--- config.mk ---
export PLATFORM = sky130hd
export DESIGN_NAME = fifo_rd_stream_flat
export DESIGN_NICKNAME = d
export VERILOG_FILES = /design/src/rtl/fifo_rd_stream_if.sv /design/src/rtl/fifo_rd_stream.sv /design/src/flat_wrapper.sv
export SDC_FILE = /design/constraint.sdc
export NUM_CORES = 1
export LEC_CHECK = 0
export ABC_AREA = 1
export CORE_UTILIZATION = 44
export DETAILED_ROUTE_END_ITERATION = 12
export PLACE_DENSITY = 0.63
export RECOVER_POWER = 25
export SYNTH_ARGS = -nofsm -noshare
export SYNTH_HDL_FRONTEND = slang
export SYNTH_SLANG_ARGS = --single-unit
export TNS_END_PERCENT = 100
--- constraint.sdc ---
create_clock -name rclk -period 5.3 [get_ports rclk]
set_clock_uncertainty 0.2 [all_clocks]
set_input_delay 0.795 -clock rclk [delete_from_list [all_inputs] [get_ports rclk]]
set_output_delay 0.795 -clock rclk [all_outputs]
set_load 0.1 [all_outputs]
--- src/rtl/fifo_rd_stream_if.sv ---
// Read-side bundle: FIFO controller read port plus the outgoing valid/ready stream.
interface fifo_rd_stream_if #(
  parameter int unsigned c_DATA_WIDTH = 16
);
  logic                    r_en;
  logic                    rempty;
  logic [c_DATA_WIDTH-1:0] rdata;
  logic                    m_valid;
  logic [c_DATA_WIDTH-1:0] m_data;
  logic                    m_ready;

  modport master (
    output r_en,
    input  rempty,
    input  rdata,
    output m_valid,
    output m_data,
    input  m_ready
  );

  modport slave (
    input  r_en,
    output rempty,
    output rdata,
    input  m_valid,
    input  m_data,
    output m_ready
  );
endinterface

--- src/rtl/fifo_rd_stream.sv ---
// Read-domain consumer: turns the FIFO r_en/rempty port into a first-word-fall-through
// stream, hiding RAM read latency behind a credit-controlled prefetch buffer.
module fifo_rd_stream #(
  parameter int unsigned c_DATA_WIDTH = 16,
  parameter int unsigned c_RD_LATENCY = 1,
  parameter int unsigned c_BUF_AW     = 2
) (
  input  logic                rclk,
  input  logic                rrst_n,
  fifo_rd_stream_if.master    bus,
  input  logic                cnt_clr,
  output logic [c_BUF_AW:0]   buf_level,
  output logic [31:0]         rd_cnt
);

  localparam logic [c_BUF_AW+1:0] c_DEPTH = (c_BUF_AW+2)'(2**c_BUF_AW);

  logic                    run;
  logic [c_RD_LATENCY-1:0] inflight;
  logic [c_BUF_AW:0]       inflight_cnt;
  logic [c_BUF_AW+1:0]     credit;
  logic [c_BUF_AW:0]       level_q;
  logic [c_BUF_AW-1:0]     wr_ptr;
  logic [c_BUF_AW-1:0]     rd_ptr;
  logic [c_DATA_WIDTH-1:0] mem [2**c_BUF_AW];
  logic [31:0]             cnt_q;
  logic                    pop;
  logic                    wr;
  logic                    deq;

  always_comb begin
    inflight_cnt = '0;
    for (int unsigned k = 0; k < c_RD_LATENCY; k++) begin
      inflight_cnt = inflight_cnt + {{c_BUF_AW{1'b0}}, inflight[k]};
    end
  end

  // Credit counts buffered plus in-flight words; a same-cycle dequeue is not credited.
  assign credit = {1'b0, level_q} + {1'b0, inflight_cnt};
  assign pop    = run & ~bus.rempty & (credit < c_DEPTH);
  assign wr     = inflight[c_RD_LATENCY-1];
  assign deq    = (level_q != '0) & bus.m_ready;

  assign bus.r_en    = pop;
  assign bus.m_valid = (level_q != '0);
  assign bus.m_data  = mem[rd_ptr];
  assign buf_level   = level_q;
  assign rd_cnt      = cnt_q;

  always_ff @(posedge rclk or negedge rrst_n) begin
    if (!rrst_n) begin
      run      <= 1'b0;
      inflight <= '0;
    end else begin
      run      <= 1'b1;
      inflight <= (inflight << 1) | c_RD_LATENCY'(pop);
    end
  end

  always_ff @(posedge rclk or negedge rrst_n) begin
    if (!rrst_n) begin
      wr_ptr <= '0;
      for (int unsigned i = 0; i < 2**c_BUF_AW; i++) begin
        mem[i] <= '0;
      end
    end else if (wr) begin
      mem[wr_ptr] <= bus.rdata;
      wr_ptr      <= wr_ptr + c_BUF_AW'(1);
    end
  end

  always_ff @(posedge rclk or negedge rrst_n) begin
    if (!rrst_n) begin
      rd_ptr  <= '0;
      level_q <= '0;
    end else begin
      if (deq) begin
        rd_ptr <= rd_ptr + c_BUF_AW'(1);
      end
      case ({wr, deq})
        2'b10:   level_q <= level_q + (c_BUF_AW+1)'(1);
        2'b01:   level_q <= level_q - (c_BUF_AW+1)'(1);
        default: level_q <= level_q;
      endcase
    end
  end

  always_ff @(posedge rclk or negedge rrst_n) begin
    if (!rrst_n) begin
      cnt_q <= '0;
    end else if (cnt_clr) begin
      cnt_q <= '0;
    end else if (deq) begin
      cnt_q <= cnt_q + 32'd1;
    end
  end

endmodule
--- src/flat_wrapper.sv ---
// flat-port wrapper written by rule: the top's interface ports become plain ports
module fifo_rd_stream_flat 
#(
  parameter int unsigned c_DATA_WIDTH = 16,
  parameter int unsigned c_RD_LATENCY = 1,
  parameter int unsigned c_BUF_AW     = 2
)
  (rclk, rrst_n, cnt_clr, buf_level, rd_cnt, bus_r_en, bus_rempty, bus_rdata, bus_m_valid, bus_m_data, bus_m_ready);
  fifo_rd_stream_if #(.c_DATA_WIDTH(c_DATA_WIDTH)) bus_i ();
  input  logic rclk;
  input  logic rrst_n;
  input  logic cnt_clr;
  output logic [c_BUF_AW:0] buf_level;
  output logic [31:0] rd_cnt;
  output wire logic [$bits(bus_i.r_en)-1:0] bus_r_en;
  input wire logic [$bits(bus_i.rempty)-1:0] bus_rempty;
  input wire logic [$bits(bus_i.rdata)-1:0] bus_rdata;
  output wire logic [$bits(bus_i.m_valid)-1:0] bus_m_valid;
  output wire logic [$bits(bus_i.m_data)-1:0] bus_m_data;
  input wire logic [$bits(bus_i.m_ready)-1:0] bus_m_ready;
  assign bus_r_en = bus_i.r_en;
  assign bus_i.rempty = bus_rempty;
  assign bus_i.rdata = bus_rdata;
  assign bus_m_valid = bus_i.m_valid;
  assign bus_m_data = bus_i.m_data;
  assign bus_i.m_ready = bus_m_ready;
  fifo_rd_stream #(.c_DATA_WIDTH(c_DATA_WIDTH), .c_RD_LATENCY(c_RD_LATENCY), .c_BUF_AW(c_BUF_AW)) u_core (.rclk(rclk), .rrst_n(rrst_n), .bus(bus_i), .cnt_clr(cnt_clr), .buf_level(buf_level), .rd_cnt(rd_cnt));
endmodule
==> impl_metrics.yaml <==
global_route:
  antenna_found_initial: 0
  gr-total-overflow: 0
  grt_pass1_vias: 4376
  grt_pass1_wl_mm: 20.9
  grt_use_met3_pct: 3.23
  grt_max_degree: 63
  use_met2_pct: 37.8
  top_usage_layer: "met2"
  met1_usage_pct: 29.2
  track_usage_pct: 22.6
worst_setup_path:
  cp-start-kind: "register"
  cp_max_fo: 18
  crit_path_end_kind: "output port"
  worstPathRequired_ns: 4.30
  path_class: "reg -> out"
  worstPathArrival_ns: 3.03
yosys:
  synthMuxAreaShare_pct: 0
  syn-cell-area_um2: 5170
  synth_cells: 661
  synthSimpleGateAreaFrac_pct: 24.4
  synthDistinctLibCells: 32
  ys_seq_area_share_pct: 50.8
  syn_avg_cell_area_um2: 7.82
  synth-xor-area-share_pct: 0.678
  synth-seq-cells: 105
  synth_top_family_by_area: "simple AND/OR/NAND/NOR gates"
  synth_compound_area_share_pct: 15.2
  synthAdderAreaFrac_pct: 1.84
  yosysWarnings: 0
  synth_nets: 689
status:
  status: "finished, violations left"
  violations: "max-capacitance violations, max-slew violations"
drt:
  routedWlPerCell_um: 14.2
  drt_first_pass_iters: 5
  drc: 0
  routed_wl_mm: 12.4
  routed_via_density: 5.10
  drtAntennaViolNets: 0
  drt_iter0_markers: 245
  vias: 4441
clock_network:
  cts_setup_buffers: 0
  clk_latency_ns: 0.35
  clockBufferDepth: 2
  numCtsBuffers: 9
  clkTransAtPathRegs_ns: 0.07
  post_cts_resized: 0
  cts_num_sinks: 105
  cts_hold_buffers: 0
  cts_tree: "built"
  htree_levels: 3
  cts_root_buf: "clkbuf_16"
floorplanning:
  coreArea_um2: 11400
  fp.dieH_um: 110
  fp-row-count: 39
  start_util_pct: 45.3
  die_x_um: 110
  pin_count: 74
  die_area_um2: 12200
power:
  p_per_area_nw_per_um2: 630
  total_leakage_power_nw: 2.83
  seq_power_share_pct: 31.8
  vdd_drop_max_uv: 684
  intPower_mw: 1.96
  netSwitchingPower_mw: 2.01
  power_mw: 3.97
  swShare_pct: 50.8
  combPwrFrac_pct: 50.9
  p_clk_share_pct: 17.3
timing:
  hold_violations: 0
  maxSlewViolCount: 63
  fmax_mhz: 248
  setup_viol: 0
  timing.hold.ws_ns: 0.281
  setup_slack_ns: 1.28
  worst_pin_slew_ns: 3.38
  finalCriticalPeriod_ns: 4.02
  rsz0062_at_grt: "false"
  slew_headroom_pct: -126
  period_share_pct: 75.9
  setup_tns_ns: 0
cells_and_area:
  drive_above_1_share_pct: 5.22
  antenna_cells: 0
  nets: 751
  syn_to_final_growth_pct: 21.8
  final_common_cell: "nand2_1"
  final_util_pct: 55.2
  layout_common_cells: "nand2_1, o21ai_0, dfrtp_1"
placed_design:
  post-place-ws_ns: 1.58
  hpwl_mm: 8.31
  gp_congestion: 0.864
  io_buffers: 73
worst_hold_path:
  holdCritPathClass: "reg -> reg"
flow_run:
  timing.max_cap.violations: 1
-- cells in the mapped netlist --
master,number,area [µm²]
nand2_1,152,571
o21ai_0,110,551
dfrtp_1,105,2630
nor2_1,97,364
inv_1,68,255
nand3_1,26,130
clkbuf_1,20,75.1
o22ai_1,16,100
a21oi_1,15,75.1
nand2_2,8,50.1
ha_1,6,75.1
nand4_1,5,31.3
nor2_4,4,45.0
nor2_2,3,18.8
nor3_1,3,15.0
xor2_1,3,26.3
buf_1,2,7.51
buf_2,2,10.0
nand3b_1,2,15.0
o21bai_1,2,15.0
a21boi_4,1,18.8
a311oi_1,1,8.76
a31oi_1,1,6.26
and2_1,1,6.26
buf_4,1,7.51
conb_1,1,3.75
fa_1,1,20.0
inv_2,1,3.75
nand2_4,1,11.3
nor2b_1,1,6.26
o21bai_2,1,11.3
xnor2_1,1,8.76
-- final cells by class --
class                      instances  area (µm²)
tap                              143         179
inverter                          69         259
fill                            1138        5120
timing repair buffer              76         747
sequential                       105        2630
multi-input combinational        462        2180
clock inverter                     7        77.6
clock buffer                       9         225
-- final timing paths --
| path | startpoint | end | slack (ns) | depth (start not counted) |
|---|---|---|---|---|
| worst max-delay path | u_core.rd_ptr[1]$_DFFE_PN0P_ | bus_m_data[13] | 1.28 | 4 |
| worst min-delay path | u_core.mem[34]$_DFFE_PN0P_ | u_core.mem[34]$_DFFE_PN0P_ | 0.28 | 2 |
| worst max register to register | u_core.buf_level[1]$_DFFE_PN0P_ | u_core.buf_level[2]$_DFFE_PN0P_ | 3.02 | 8 |
| worst min register to register | u_core.mem[34]$_DFFE_PN0P_ | u_core.mem[34]$_DFFE_PN0P_ | 0.28 | 2 |
| max in group asynchronous | rrst_n | u_core.rd_cnt[28]$_DFFE_PN0P_ | 1.57 | 2 |
| min in group asynchronous | rrst_n | u_core.mem[3]$_DFFE_PN0P_ | 1.38 | 1 |
-- worst max-delay path, cell delays in order (launching register included) --
cell,delay [ns]
dfrtp_1,0.59
inv_1,0.51
o21ai_0,0.17
o22ai_1,0.23
clkdlybuf4s50_1,1.18
-- stage by stage --
stage,instances,cell area [µm²]
6_report,871,6300
5_1_grt,871,6300
4_1_cts,871,6300
3_5_place_dp,855,6000
3_3_place_gp,855,6000
2_1_floorplan,661,5170
-- flip-flops by register name (all words and copies together) (netlist names) --
name	cells
u_core.mem	64
u_core.rd_cnt	32
u_core.buf_level	3
u_core.rd_ptr	2
u_core.wr_ptr	2
u_core.inflight	1
u_core.run	1
-- cell families (layout without fill, tap and decap cells) --
kind of cell / count (synthesis) / count (layout)
xor gates and xnor gates: 4 / 4
buffers and inverters: 94 / 161
AOI/OAI and AO/OA: 147 / 147
other: 1 / 1
DFF: 105 / 105
and+or+nand+nor: 303 / 303
adders and majority gates: 7 / 7
-- metal layers --
layer,vias to the layer above,routed length (µm)
li1,2243,-
met2,86,5860
met3,15,443
met1,2097,5870
met5,-,0
met4,0,218
-- power groups by stage --
stage / sequential, mW / combinational, mW / clock [mW]
CTS: 1.26 / 2.04 / 0.704
floorplan: 1.33 / 1.49 / 0
global route: 1.30 / 2.17 / 0.735
finish: 1.26 / 2.02 / 0.687
global placement: 1.26 / 2.00 / 0
detailed placement: 1.27 / 2.03 / 0
(Power assumes the default switching activity.)
